[src/rtl/arith_pkg.sv]
// Shared arithmetic-library definitions: divider FSM encoding and a ceil-log2 helper.
package arith_pkg;

   typedef enum logic [1:0] {
      ST_IDLE = 2'b00,
      ST_RUN  = 2'b01,
      ST_DONE = 2'b10
   } state_e;

   // Smallest width able to represent values 0 .. v-1.
   function automatic int unsigned clog2(input int unsigned v);
      int unsigned r;
      r = 0;
      for (int unsigned i = 0; i < 32; i++) begin
         if ((64'd1 << i) < 64'(v)) begin
            r = i + 1;
         end
      end
      return r;
   endfunction

endpackage

[src/rtl/div_step.sv]
// One combinational restoring-division step: shift in a dividend bit, trial-subtract the divisor.
module div_step #(
   parameter int unsigned k = 8
) (
   input  logic [k:0]   rem_i,
   input  logic         dvd_bit_i,
   input  logic [k-1:0] b_i,
   output logic [k:0]   rem_c_o,
   output logic         q_bit_c_o
);

   logic [k+1:0] shifted;

   // Keep the difference only when the shifted remainder covers the divisor.
   always_comb begin
      shifted   = {rem_i, dvd_bit_i};
      q_bit_c_o = (shifted >= (k+2)'(b_i));
      rem_c_o   = q_bit_c_o ? (k+1)'(shifted - (k+2)'(b_i)) : shifted[k:0];
   end

endmodule

[src/rtl/binary_divider_seq.sv]
// Sequential restoring unsigned divider, one quotient bit per clock, start/busy/done handshake.
module binary_divider_seq
   import arith_pkg::*;
#(
   parameter int unsigned p = 8,
   parameter int unsigned k = 8
) (
   input  logic         clk,
   input  logic         rst_n,
   input  logic         start,
   input  logic [p-1:0] a,
   input  logic [k-1:0] b,
   output logic         busy,
   output logic         done,
   output logic [p-1:0] quotient,
   output logic [k-1:0] remainder,
   output logic         div_by_zero
);

   localparam int unsigned CW = clog2(p + 1);

   state_e         state_q;
   logic [CW-1:0]  cnt_q;
   logic [p-1:0]   dvd_q;      // dividend bits shift out the top, quotient bits shift in the bottom
   logic [k:0]     rem_q;
   logic [k-1:0]   b_q;
   logic           busy_q;
   logic           done_q;
   logic [p-1:0]   quotient_q;
   logic [k-1:0]   remainder_q;
   logic           dbz_q;

   logic [k:0]     step_rem;
   logic           step_q_bit;
   logic [p-1:0]   dvd_d;

   div_step #(.k(k)) u_step (
      .rem_i     (rem_q),
      .dvd_bit_i (dvd_q[p-1]),
      .b_i       (b_q),
      .rem_c_o   (step_rem),
      .q_bit_c_o (step_q_bit)
   );

   // Shift register contents after the current step.
   always_comb begin
      dvd_d = (dvd_q << 1) | p'(step_q_bit);
   end

   // Control FSM, datapath registers and registered outputs.
   always_ff @(posedge clk or negedge rst_n) begin
      if (!rst_n) begin
         state_q     <= ST_IDLE;
         cnt_q       <= '0;
         dvd_q       <= '0;
         rem_q       <= '0;
         b_q         <= '0;
         busy_q      <= 1'b0;
         done_q      <= 1'b0;
         quotient_q  <= '0;
         remainder_q <= '0;
         dbz_q       <= 1'b0;
      end else begin
         done_q <= 1'b0;
         case (state_q)
            ST_RUN: begin
               rem_q <= step_rem;
               dvd_q <= dvd_d;
               cnt_q <= cnt_q - CW'(1);
               if (cnt_q == CW'(1)) begin
                  state_q     <= ST_DONE;
                  busy_q      <= 1'b0;
                  done_q      <= 1'b1;
                  quotient_q  <= dvd_d;
                  remainder_q <= step_rem[k-1:0];
               end
            end
            default: begin
               if (start) begin
                  dvd_q <= a;
                  b_q   <= b;
                  rem_q <= '0;
                  dbz_q <= 1'b0;
                  if (b != '0) begin
                     state_q <= ST_RUN;
                     busy_q  <= 1'b1;
                     cnt_q   <= CW'(p);
                  end else begin
                     state_q     <= ST_DONE;
                     done_q      <= 1'b1;
                     quotient_q  <= '1;
                     remainder_q <= '0;
                     dbz_q       <= 1'b1;
                  end
               end else begin
                  state_q <= ST_IDLE;
               end
            end
         endcase
      end
   end

   assign busy        = busy_q;
   assign done        = done_q;
   assign quotient    = quotient_q;
   assign remainder   = remainder_q;
   assign div_by_zero = dbz_q;

endmodule

[config.mk]
export PLATFORM = sky130hd
export DESIGN_NAME = binary_divider_seq
export DESIGN_NICKNAME = d
export VERILOG_FILES = /design/src/rtl/arith_pkg.sv /design/src/rtl/div_step.sv /design/src/rtl/binary_divider_seq.sv
export SDC_FILE = /design/constraint.sdc
export NUM_CORES = 1
export LEC_CHECK = 0
export CAP_MARGIN = 15
export CORE_MARGIN = 2
export CORE_UTILIZATION = 49
export DETAILED_ROUTE_END_ITERATION = 10
export PLACE_DENSITY = 0.76
export RECOVER_POWER = 100
export SYNTH_ARGS = -nofsm -noshare
export SYNTH_HDL_FRONTEND = slang
export SYNTH_HIERARCHICAL = 1
export SYNTH_SLANG_ARGS = --single-unit
export TNS_END_PERCENT = 30
[constraint.sdc]
create_clock -name clk -period 2.3 [get_ports clk]
set_input_delay 0.345 -clock clk [delete_from_list [all_inputs] [get_ports clk]]
set_output_delay 0.345 -clock clk [all_outputs]
set_load 0.01 [all_outputs]
==> out/metrics.csv <==
metric,value,unit
drtAntennaViolNets,0,
dp.cells,355,
max_slew.worst_pin.slew,1240,ps
grt_pass1_wl,9.87,mm
cp-end-kind,flip-flop,
violations,negative setup slack,
r2r-start,dvd_q[7],
antenna_found_initial,0,
multi_input_area,1250,sq um
worstSetupStartpointType,flip-flop,
setup_ws,-89.2,ps
syn_inst,244,
synthArstFlopShare,100,%
syn-mean-instance-area,10.5,sq um
die_area,5830,sq um
hold_viol,0,
drt_iter0_drc,84,
num_vias,2030,
gr-total-overflow,0,
fin_skew,12.9,ps
area_growth,26.6,%
grt_start_max_net_pins,24,
place.gp.congestion,0.889,
start_util,50.6,%
fin_setup_tns,-92.2,ps
cap_violations,0,
avgRoutedWirePerCell,16.1,um
post-route-min-period,2390,ps
cpMostUsedCell,inv_2,
p_leak,1.45,nW
synth-compound-area-share,14.9,%
fin_cells,367,
max_freq,419,MHz
whs,271,ps
synth_top_family_by_area,simple AND/OR/NAND/NOR gates,
setup_viol,2,
ios,38,
cp_data_arrival_time,2580,ps
ys.flop_type,dfrtp_1,
htree_levels,2,
die_h,76.4,um
vias_per_cell,5.53,
detailed_place_hpwl,4.16,mm
wirelength,5.90,mm
synthMuxAreaShare,8.67,%
slowest_delay,410,ps
synth_cell_types,40,
grt_pass1_vias,2005,
finalPower,5.35,mW
coreArea,5070,sq um
yosysMostFrequentCell,dfrtp_1,
ir_worst_vdd,642,uV
cts.sinks,50,
root_buffer,clkbuf_8,
synth_top_area_cell,dfrtp_1,
synthTopCellsByArea,"dfrtp_1 49%, nand2_1 5.6%, ha_1 4.9%, mux2_2 4.4%, mux2i_1 4.3%",
drive_above_1_share,16.2,%
power_density,1650,nW/um^2
synthSimpleGateAreaFrac,16.3,%
status,"finished, violations left",
slew_violations,0,
synthAdderAreaFrac,5.65,%
drc,0,
fp.dieW,76.4,um
antennaDiodeCount,0,
ys_seq_elements,50,
crit_fanout,3,
synth_top_area_share,48.7,%
criticalPathCategory,reg -> reg,
r2r_cells,10,
cts_tree,yes,
ys_top_cells_by_count,"50 x dfrtp_1, 38 x nand2_1, 17 x o21ai_0",
min_path_type,in -> async,
num-nets-final,326,
reg2reg_slack,-90,ps
syn_nets,274,
rsz0062_at_grt,true,
io_buffer_count,37,
final_core_util,64.0,%
synth_warnings,6,
grt_use_total,21.3,%
worstPathCellList,inv_2 > ha_4 > inv_2 > fa_2 > nand3_4 > a21oi_4 > nor4b_4 > buf_4 > mux2_4 > a22o_1,
numCtsBuffers,5,
holdBufCountCts,0,
first_pass_iters,4,
seq_area,1250,sq um
required,2490,ps
finalCritPeriodShare,104,%
slew_headroom,17.5,%
clk_pin_slew,90,ps
synthXorXnorAreaFrac,1.02,%
r2r_end,remainder[1],
clk-insertion-delay-late,310,ps
cpMaxStageDelayCell,fa_2,
ys_seq_area_share,48.7,%
n_fill_cell,435,
rows,26,
synth_edf_count,0,
syn_area,2570,sq um
clockBufferDepth,2,
==> sequential cells by signal (all words and copies together) (netlist names) <==
register     flops
div_by_zero      1
done             1
cnt_q            4
dvd_q            8
b_q              8
remainder        8
busy             1
state_q          2
quotient         8
rem_q            9
==> worst max path at each step <==
stage	depth (start not counted)	to	from	slack, ps
2_1_floorplan	9	remainder[1]	dvd_q[7]	30
4_1_cts	11	remainder[4]	dvd_q[7]	10
6_report	10	remainder[1]	dvd_q[7]	-90
3_5_place_dp	11	remainder[7]	dvd_q[7]	-60
3_3_place_gp	11	remainder[7]	dvd_q[7]	60
5_1_grt	10	remainder[1]	dvd_q[7]	-170
==> where the power goes <==
part | internal, mW | switching [mW]
sequential | 1.29 | 0.278
combinational | 1.48 | 1.69
clock | 0.325 | 0.291
==> worst max-delay path, delay by kind of cell, from the launching register on <==
kind	cells	cell delay, ps
flip-flops	1	400
AND/OR/NAND/NOR	2	460
buffers and inverters	3	300
AO/OA/AOI/OAI	2	280
multiplexers	1	300
adder cells (fa/ha/maj)	2	530
==> final cells by class <==
cell class | count | area share (%)
well taps | 70 | 2.70
flip-flops and latches | 50 | 38.5
multi-input cells | 168 | 38.4
repair buffers | 56 | 15.1
clock inverters | 2 | 1.16
clock buffers | 6 | 2.23
inverters | 15 | 1.89
==> what timing repair did <==
| action | 4_1_cts | 5_1_grt |
|---|---|---|
| resized for setup | 4 | 15 |
| cloned | 1 | 0 |
| setup endpoints to repair | 5 | 16 |
| setup buffers | 0 | 3 |
| pin swaps | 1 | 6 |
| hold endpoints to repair | 0 | 0 |
==> through the flow <==
stage	cell area, sq um	setup WS (ps)
after floorplan	2570	32.7
after global placement	3070	55.5
after detailed placement	3070	-61.1
after CTS	3200	10.6
after global routing	3250	-171
final	3250	-89.2
==> cells in the final DEF, fill, tap and decap left out, types with 2 or more instances in the layout <==
cell / count
dfrtp_1: 50
nand2_1: 38
dlygate4sd3_1: 21
o21ai_0: 16
clkdlybuf4s50_1: 15
inv_1: 12
buf_4: 12
mux2i_1: 11
nand3b_1: 10
mux2_2: 9
a21oi_1: 9
ha_1: 9
a22o_1: 8
o22a_1: 8
nor2_1: 7
clkbuf_1: 7
clkbuf_8: 5
nand3_1: 4
nand2b_1: 3
nor2b_1: 2
nor3_1: 2
o21a_1: 2
inv_2: 2
o21ai_1: 2
nand4_1: 2
nand4b_1: 2
a21boi_0: 2
o31ai_2: 2
xor2_1: 2
==> cells by family (layout without fill, tap and decap cells) <==
family / after synthesis / in the layout
adder cells (fa/ha/maj): 11 / 11
AND/OR/NAND/NOR: 78 / 78
flip-flops: 50 / 50
multiplexers: 21 / 21
XOR/XNOR: 3 / 3
AO/OA/AOI/OAI: 55 / 55
buffers and inverters: 26 / 79
==> layer usage <==
metal / part of all wire [%] / wire length [um] / vias to the layer above / GRT usage, %
met5: 0 / 0 / - / 0
met4: 1.8 / 106 / 0 / 8.55
met3: 6.2 / 367 / 10 / 4.03
met2: 51 / 3000 / 67 / 35.8
met1: 41 / 2420 / 988 / 27.2
li1: - / - / 965 / -
No activity file was read; power rests on OpenSTA's default activity.
